===== src/rtl/ext_sram_if.sv =====
`default_nettype none
// +----------------------------------------------------------------------+
// | ext_sram_if                                                           |
// | Multiplexed 16-bit external SRAM bus (address/data + strobes).        |
// | Revision: 1.0                                                         |
// +----------------------------------------------------------------------+
interface ext_sram_if;
    logic [15:0] ad_in;
    logic [15:0] ad_out;
    logic        ad_oe;
    logic        ale0;
    logic        ale1;
    logic        oe;
    logic        we;
    logic        bhe_n;

    modport master (
        output ad_in, ale0, ale1, oe, we, bhe_n,
        input  ad_out, ad_oe
    );

    modport slave (
        input  ad_in, ale0, ale1, oe, we, bhe_n,
        output ad_out, ad_oe
    );
endinterface
`default_nettype wire


===== src/rtl/ext_sram_target.sv =====
`default_nettype none
// +----------------------------------------------------------------------+
// | ext_sram_target                                                       |
// | Bus responder for the multiplexed external SRAM bus, serving a        |
// | word-wide on-chip memory window through a synchronous memory port.    |
// | Optional write protection: define EXT_SRAM_TARGET_WPROT_EN.           |
// | Revision: 1.0                                                         |
// +----------------------------------------------------------------------+
module ext_sram_target #(
    parameter logic [31:0] BASE = 32'h0001_0000,
    parameter int          AW   = 12,
    parameter int          TMO  = 15
) (
    input  wire logic          clk,
    input  wire logic          reset,
    ext_sram_if.slave          bus,
    output logic [AW-1:0]      mem_addr,
    output logic               mem_re,
    input  wire logic [15:0]   mem_rdata,
    output logic               mem_we,
    output logic [1:0]         mem_be,
    output logic [15:0]        mem_wdata,
    output logic               busy,
    output logic               err_tmo
`ifdef EXT_SRAM_TARGET_WPROT_EN
    ,
    input  wire logic          wp,
    output logic               wp_viol
`endif
);

    localparam int             CW       = $clog2(TMO + 1);
    localparam logic [CW-1:0]  TMO_LAST = CW'(TMO - 1);

    localparam logic [2:0] IDLE = 3'd0;
    localparam logic [2:0] A0   = 3'd1;
    localparam logic [2:0] A1   = 3'd2;
    localparam logic [2:0] RD   = 3'd3;
    localparam logic [2:0] WR   = 3'd4;
    localparam logic [2:0] MISS = 3'd5;

    logic [2:0]    state;
    logic [CW-1:0] cnt;
    logic [15:0]   lat_lo;
    logic          ble_n;
    logic          drive_en;
    logic          ale0_q;
    logic          ale1_q;
    logic          we_q;

    logic          ale0_fall;
    logic          ale1_fall;
    logic          we_fall;
    logic          tmo_hit;
    logic [30:0]   word;
    logic          hit;
    logic [1:0]    be_new;
    logic          wr_block;

    assign ale0_fall = ale0_q & ~bus.ale0;
    assign ale1_fall = ale1_q & ~bus.ale1;
    assign we_fall   = we_q & ~bus.we;
    // Fires on the edge that completes the TMO-th cycle spent in the phase.
    assign tmo_hit   = (cnt == TMO_LAST);

    // Word address assembled from the live high phase and the latched low phase.
    assign word   = {bus.ad_in[14:0], lat_lo};
    assign hit    = (word[30:AW] == BASE[31:AW+1]);
    assign be_new = {~bus.bhe_n, ~ble_n};

`ifdef EXT_SRAM_TARGET_WPROT_EN
    assign wr_block = wp;
`else
    assign wr_block = 1'b0;
`endif

    assign busy       = (state != IDLE);
    assign bus.ad_oe  = drive_en;
    assign bus.ad_out = drive_en ? mem_rdata : 16'h0000;

    always_ff @(posedge clk) begin
        if (reset) begin
            state     <= IDLE;
            cnt       <= '0;
            lat_lo    <= 16'h0000;
            ble_n     <= 1'b0;
            drive_en  <= 1'b0;
            ale0_q    <= 1'b0;
            ale1_q    <= 1'b0;
            we_q      <= 1'b0;
            mem_addr  <= '0;
            mem_re    <= 1'b0;
            mem_we    <= 1'b0;
            mem_be    <= 2'b00;
            mem_wdata <= 16'h0000;
            err_tmo   <= 1'b0;
`ifdef EXT_SRAM_TARGET_WPROT_EN
            wp_viol   <= 1'b0;
`endif
        end else begin
            ale0_q  <= bus.ale0;
            ale1_q  <= bus.ale1;
            we_q    <= bus.we;
            mem_re  <= 1'b0;
            mem_we  <= 1'b0;
            err_tmo <= 1'b0;
`ifdef EXT_SRAM_TARGET_WPROT_EN
            wp_viol <= 1'b0;
`endif
            case (state)
                IDLE: begin
                    if (bus.ale0) begin
                        state <= A0;
                        cnt   <= '0;
                    end
                end
                A0: begin
                    if (ale0_fall) begin
                        lat_lo <= bus.ad_in;
                        state  <= A1;
                        cnt    <= '0;
                    end else if (tmo_hit) begin
                        err_tmo <= 1'b1;
                        state   <= IDLE;
                    end else begin
                        cnt <= cnt + 1'b1;
                    end
                end
                A1: begin
                    if (ale1_fall) begin
                        ble_n    <= bus.ad_in[15];
                        mem_addr <= word[AW-1:0];
                        if (hit && bus.oe) begin
                            state    <= RD;
                            mem_re   <= 1'b1;
                            drive_en <= 1'b1;
                        end else if (hit && bus.we) begin
                            state <= WR;
                        end else begin
                            state <= MISS;
                        end
                    end else if (tmo_hit) begin
                        err_tmo <= 1'b1;
                        state   <= IDLE;
                    end else begin
                        cnt <= cnt + 1'b1;
                    end
                end
                RD: begin
                    if (!bus.oe) begin
                        drive_en <= 1'b0;
                        state    <= bus.ale0 ? A0 : IDLE;
                        cnt      <= '0;
                    end
                end
                WR: begin
                    if (we_fall) begin
                        mem_wdata <= bus.ad_in;
                        mem_be    <= be_new;
                        mem_we    <= (|be_new) & ~wr_block;
`ifdef EXT_SRAM_TARGET_WPROT_EN
                        wp_viol   <= wp;
`endif
                        state     <= bus.ale0 ? A0 : IDLE;
                        cnt       <= '0;
                    end
                end
                MISS: begin
                    if (!bus.oe && !bus.we) begin
                        state <= bus.ale0 ? A0 : IDLE;
                        cnt   <= '0;
                    end
                end
                default: begin
                    state <= IDLE;
                end
            endcase
        end
    end

endmodule
`default_nettype wire


===== src/flat_wrapper.sv =====
// flat-port wrapper written by rule: the top's interface ports become plain ports
module ext_sram_target_flat 
#(
    parameter logic [31:0] BASE = 32'h0001_0000,
    parameter int          AW   = 12,
    parameter int          TMO  = 15
)
  (clk, reset, mem_addr, mem_re, mem_rdata, mem_we, mem_be, mem_wdata, busy, err_tmo, bus_ad_in, bus_ale0, bus_ale1, bus_oe, bus_we, bus_bhe_n, bus_ad_out, bus_ad_oe);
  ext_sram_if bus_i ();
  input  wire logic clk;
  input  wire logic reset;
  output logic [AW-1:0] mem_addr;
  output logic mem_re;
  input  wire logic [15:0] mem_rdata;
  output logic mem_we;
  output logic [1:0] mem_be;
  output logic [15:0] mem_wdata;
  output logic busy;
  output logic err_tmo;
  input wire logic [$bits(bus_i.ad_in)-1:0] bus_ad_in;
  input wire logic [$bits(bus_i.ale0)-1:0] bus_ale0;
  input wire logic [$bits(bus_i.ale1)-1:0] bus_ale1;
  input wire logic [$bits(bus_i.oe)-1:0] bus_oe;
  input wire logic [$bits(bus_i.we)-1:0] bus_we;
  input wire logic [$bits(bus_i.bhe_n)-1:0] bus_bhe_n;
  output wire logic [$bits(bus_i.ad_out)-1:0] bus_ad_out;
  output wire logic [$bits(bus_i.ad_oe)-1:0] bus_ad_oe;
  assign bus_i.ad_in = bus_ad_in;
  assign bus_i.ale0 = bus_ale0;
  assign bus_i.ale1 = bus_ale1;
  assign bus_i.oe = bus_oe;
  assign bus_i.we = bus_we;
  assign bus_i.bhe_n = bus_bhe_n;
  assign bus_ad_out = bus_i.ad_out;
  assign bus_ad_oe = bus_i.ad_oe;
  ext_sram_target #(.BASE(BASE), .AW(AW), .TMO(TMO)) u_core (.clk(clk), .reset(reset), .bus(bus_i), .mem_addr(mem_addr), .mem_re(mem_re), .mem_rdata(mem_rdata), .mem_we(mem_we), .mem_be(mem_be), .mem_wdata(mem_wdata), .busy(busy), .err_tmo(err_tmo));
endmodule

===== config.mk =====
export PLATFORM = sky130hd
export DESIGN_NAME = ext_sram_target_flat
export DESIGN_NICKNAME = d
export VERILOG_FILES = /design/src/rtl/ext_sram_if.sv /design/src/rtl/ext_sram_target.sv /design/src/flat_wrapper.sv
export SDC_FILE = /design/constraint.sdc
export NUM_CORES = 1
export LEC_CHECK = 0
export CELL_PAD_IN_SITES_DETAIL_PLACEMENT = 0
export CELL_PAD_IN_SITES_GLOBAL_PLACEMENT = 1
export CORE_MARGIN = 8
export CORE_UTILIZATION = 35
export CTS_CLUSTER_SIZE = 40
export DETAILED_ROUTE_END_ITERATION = 10
export GPL_ROUTABILITY_DRIVEN = 0
export GPL_TIMING_DRIVEN = 0
export HOLD_SLACK_MARGIN = 0.03
export PLACE_DENSITY_LB_ADDON = 0.1
export RECOVER_POWER = 50
export SLEW_MARGIN = 0
export SYNTH_ARGS = -nofsm -noshare
export SYNTH_HDL_FRONTEND = slang
export SYNTH_SLANG_ARGS = --single-unit

===== constraint.sdc =====
create_clock -name clk -period 4.3 [get_ports clk]
set_clock_uncertainty 0.15 [all_clocks]
set_input_delay 0.43 -clock clk [delete_from_list [all_inputs] [get_ports clk]]
set_output_delay 0.43 -clock clk [all_outputs]
set_load 0.1 [all_outputs]

==> results.ini <==
[routing]
finalWirelength_mm=8.20
avgRoutedWirePerCell_um=15.3
vias=2610
drt_iter0_markers=105
drc=0
antenna_left=0
vias_per_cell=4.88
first_pass_iters=4

[job]
maxCapViolCount=0

[power_and_ir_drop]
power.internal_w=0.000951
ir_worst_vdd_mv=0.201
clkPwrFrac_pct=45.6
p_leak_nw=1.28
p_per_area_nw_per_um2=326
p_sw_w=0.000313
pwr-share-seq_pct=45.7
p_comb_share_pct=8.7
swShare_pct=24.7

[clock_network]
cts_tree=done
cts.sinks=61
hold_buffers=0
cts_repair_resize_count=0
cts_made_buffers=9
htreeDepth=3
post_cts_buffers=0
clkLatencyLatePin_ns=0.34
clk_path_buf_depth=2
clkTransAtPathRegs_ns=0.07
cts_root_buffer=clkbuf_8

[grt]
grt_pass1_wl_mm=12.9
grt_pass1_vias=2554
grt_overflow_total=0
grt_max_degree=13
antenna_found_initial=0
track_usage_pct=16.0

[cells_and_area]
fillers=715
final_area_um2=3870
diodes=0
layout-drive-gt1-share_pct=6.70
syn2layout_area_growth_pct=45.3
nNetsFinal=469

[min_path]
holdCritPathClass=reg2reg
holdCritStartpoint=u_core.lat_lo[1]

[synthesis]
yosysMostFrequentCell=nand2_1
synth-async-reset-ratio_pct=0
synth_edf_count=0
synth_common_cells=nand2_1 (100), dfxtp_1 (61), a21oi_1 (51)
ys.flop_type=dfxtp_1
yosysWarnings=0
synthTopCellsByArea=dfxtp_1 (46%), nand2_1 (14%), a21oi_1 (9.6%)
syn_area_per_cell_um2=8.10
netlist.area_leader.share_pct=45.8
yosys.area.top_type=dfxtp_1
syn_area_um2=2670
yosysSeqAreaShare_pct=45.8
synth_seq_cells=61
syn-num-nets=370
postSynthCellCount=329
synth_cell_types=43

[placed_design]
dp_hpwl_mm=6.13
placed_area_um2=3670
portBuffers=88

[setup_path]
crit_start=u_core.state[0]
crit_buf_inv=3
crit_chain=clkbuf_1 > inv_1 > nand2_1 > clkdlybuf4s50_1
worstSetupPathType=reg2out
max_stage_delay_ns=1.13
path_max_fanout=10
cp-start-kind=register
cp_top_family=buffers and inverters
endpoint_kind=output pin
worstReg2RegStart=u_core.state[0]
critPathSlowestCell=clkdlybuf4s50_1
cp.arrival_ns=2.40
crit_required_ns=3.72

[timing]
grt_setup_unrepaired=false
finalCritPeriodShare_pct=69.3
setup_viol=0
slew_headroom_pct=18.0
holdWs_ns=0.300
finalHoldViolCount=0
finalSetupTns_ns=0
slew_violations=0
period_minus_slack_ns=2.98
tightest_slew_ns=1.22
fmax_mhz=336

[status]
status=complete, no violations

[floorplan]
core_area_um2=7570
rows=32
io_pins=90
die_area_um2=10700
die_h_um=103
die_x_um=103
start_util_pct=35.2

## layer usage
metal / track usage (%) / wire length, um / vias to the layer above
li1: - / - / 1315
met1: 20.1 / 3870 / 1203
met2: 24.3 / 3450 / 85
met3: 5.89 / 792 / 7
met4: 6.34 / 80 / 0
met5: 0 / 0 / -
## path summary, 6_finish.rpt
path                    endpoint  slack [ns]  cells past startpoint
max reg2reg  u_core.mem_wdata[8]        1.67                      6
max                         busy        1.32                      4
min reg2reg   u_core.mem_addr[1]        0.30                      2
min           u_core.mem_addr[1]        0.30                      2
## logic make-up (layout without fill, tap and decap cells)
logic type,Yosys count,in the layout,synth area share (%)
compound gates,77,77,17.4
fa+ha+maj,2,2,0.939
simple gates,160,160,30.2
buf+inv,28,132,5.26
flops,61,61,45.8
mux,1,1,0.376
## stage by stage
step	utilization (%)	std cells	worst slack, ns	power (W)
floorplan	-	329	1.68	0.000644
detailed placement	48.5	519	1.56	0.000703
CTS	51.5	535	1.27	0.00128
global route	51.2	535	1.19	0.00131
global placement	48.5	519	1.57	0.000701
finish	51.2	535	1.32	0.00126
## sequential cells by signal, indices dropped and copies added, names as in the netlist, 2 cells and up
name / flops
u_core.lat_lo: 16
u_core.cnt: 4
u_core.mem_be: 2
u_core.mem_addr: 12
u_core.state: 3
u_core.mem_wdata: 16
## cell type report
type,instances,area [um2],area share [%]
well taps,102,128,3.30
multi-input cells,240,1290,33.2
flip-flops and latches,61,1220,31.5
plain buffers,20,103,2.65
clock buffers,9,124,3.20
repair buffers,88,881,22.8
inverters,8,30.0,0.776
clock inverters,7,98.8,2.55
## worst reg2reg max path, stage by stage (launching register included)
cell and delay [ns]:
dfxtp_1 0.30, clkbuf_1 0.20, nand2b_1 0.27, nor3_1 0.95
clkbuf_1 0.44, nand2_1 0.11, a21oi_1 0.14
## power by group through the flow
stage	clock (W)	sequential [W]	combinational (W)
5_1_grt	0.000616	0.000578	0.000119
2_1_floorplan	0	0.000590	0.0000540
3_5_place_dp	0	0.000591	0.000112
4_1_cts	0.000588	0.000578	0.000112
3_3_place_gp	0	0.000590	0.000111
6_report	0.000577	0.000577	0.000110
## cell usage in the layout (no fill, tap or decap), drive strengths merged, types with 3 or more instances in the layout
master	count
nor4	5
o21ai	4
nor3	3
clkdlybuf4s50	84
dfxtp	61
inv	9
clkinv	3
a211oi	5
a21oi	51
nand2	100
buf	5
nand4	4
and2	18
dlygate4sd3	4
clkbuf	24
nand2b	8
a221oi	3
nor2	6
nand3	6
No activity file was read; power rests on OpenSTA's default activity.
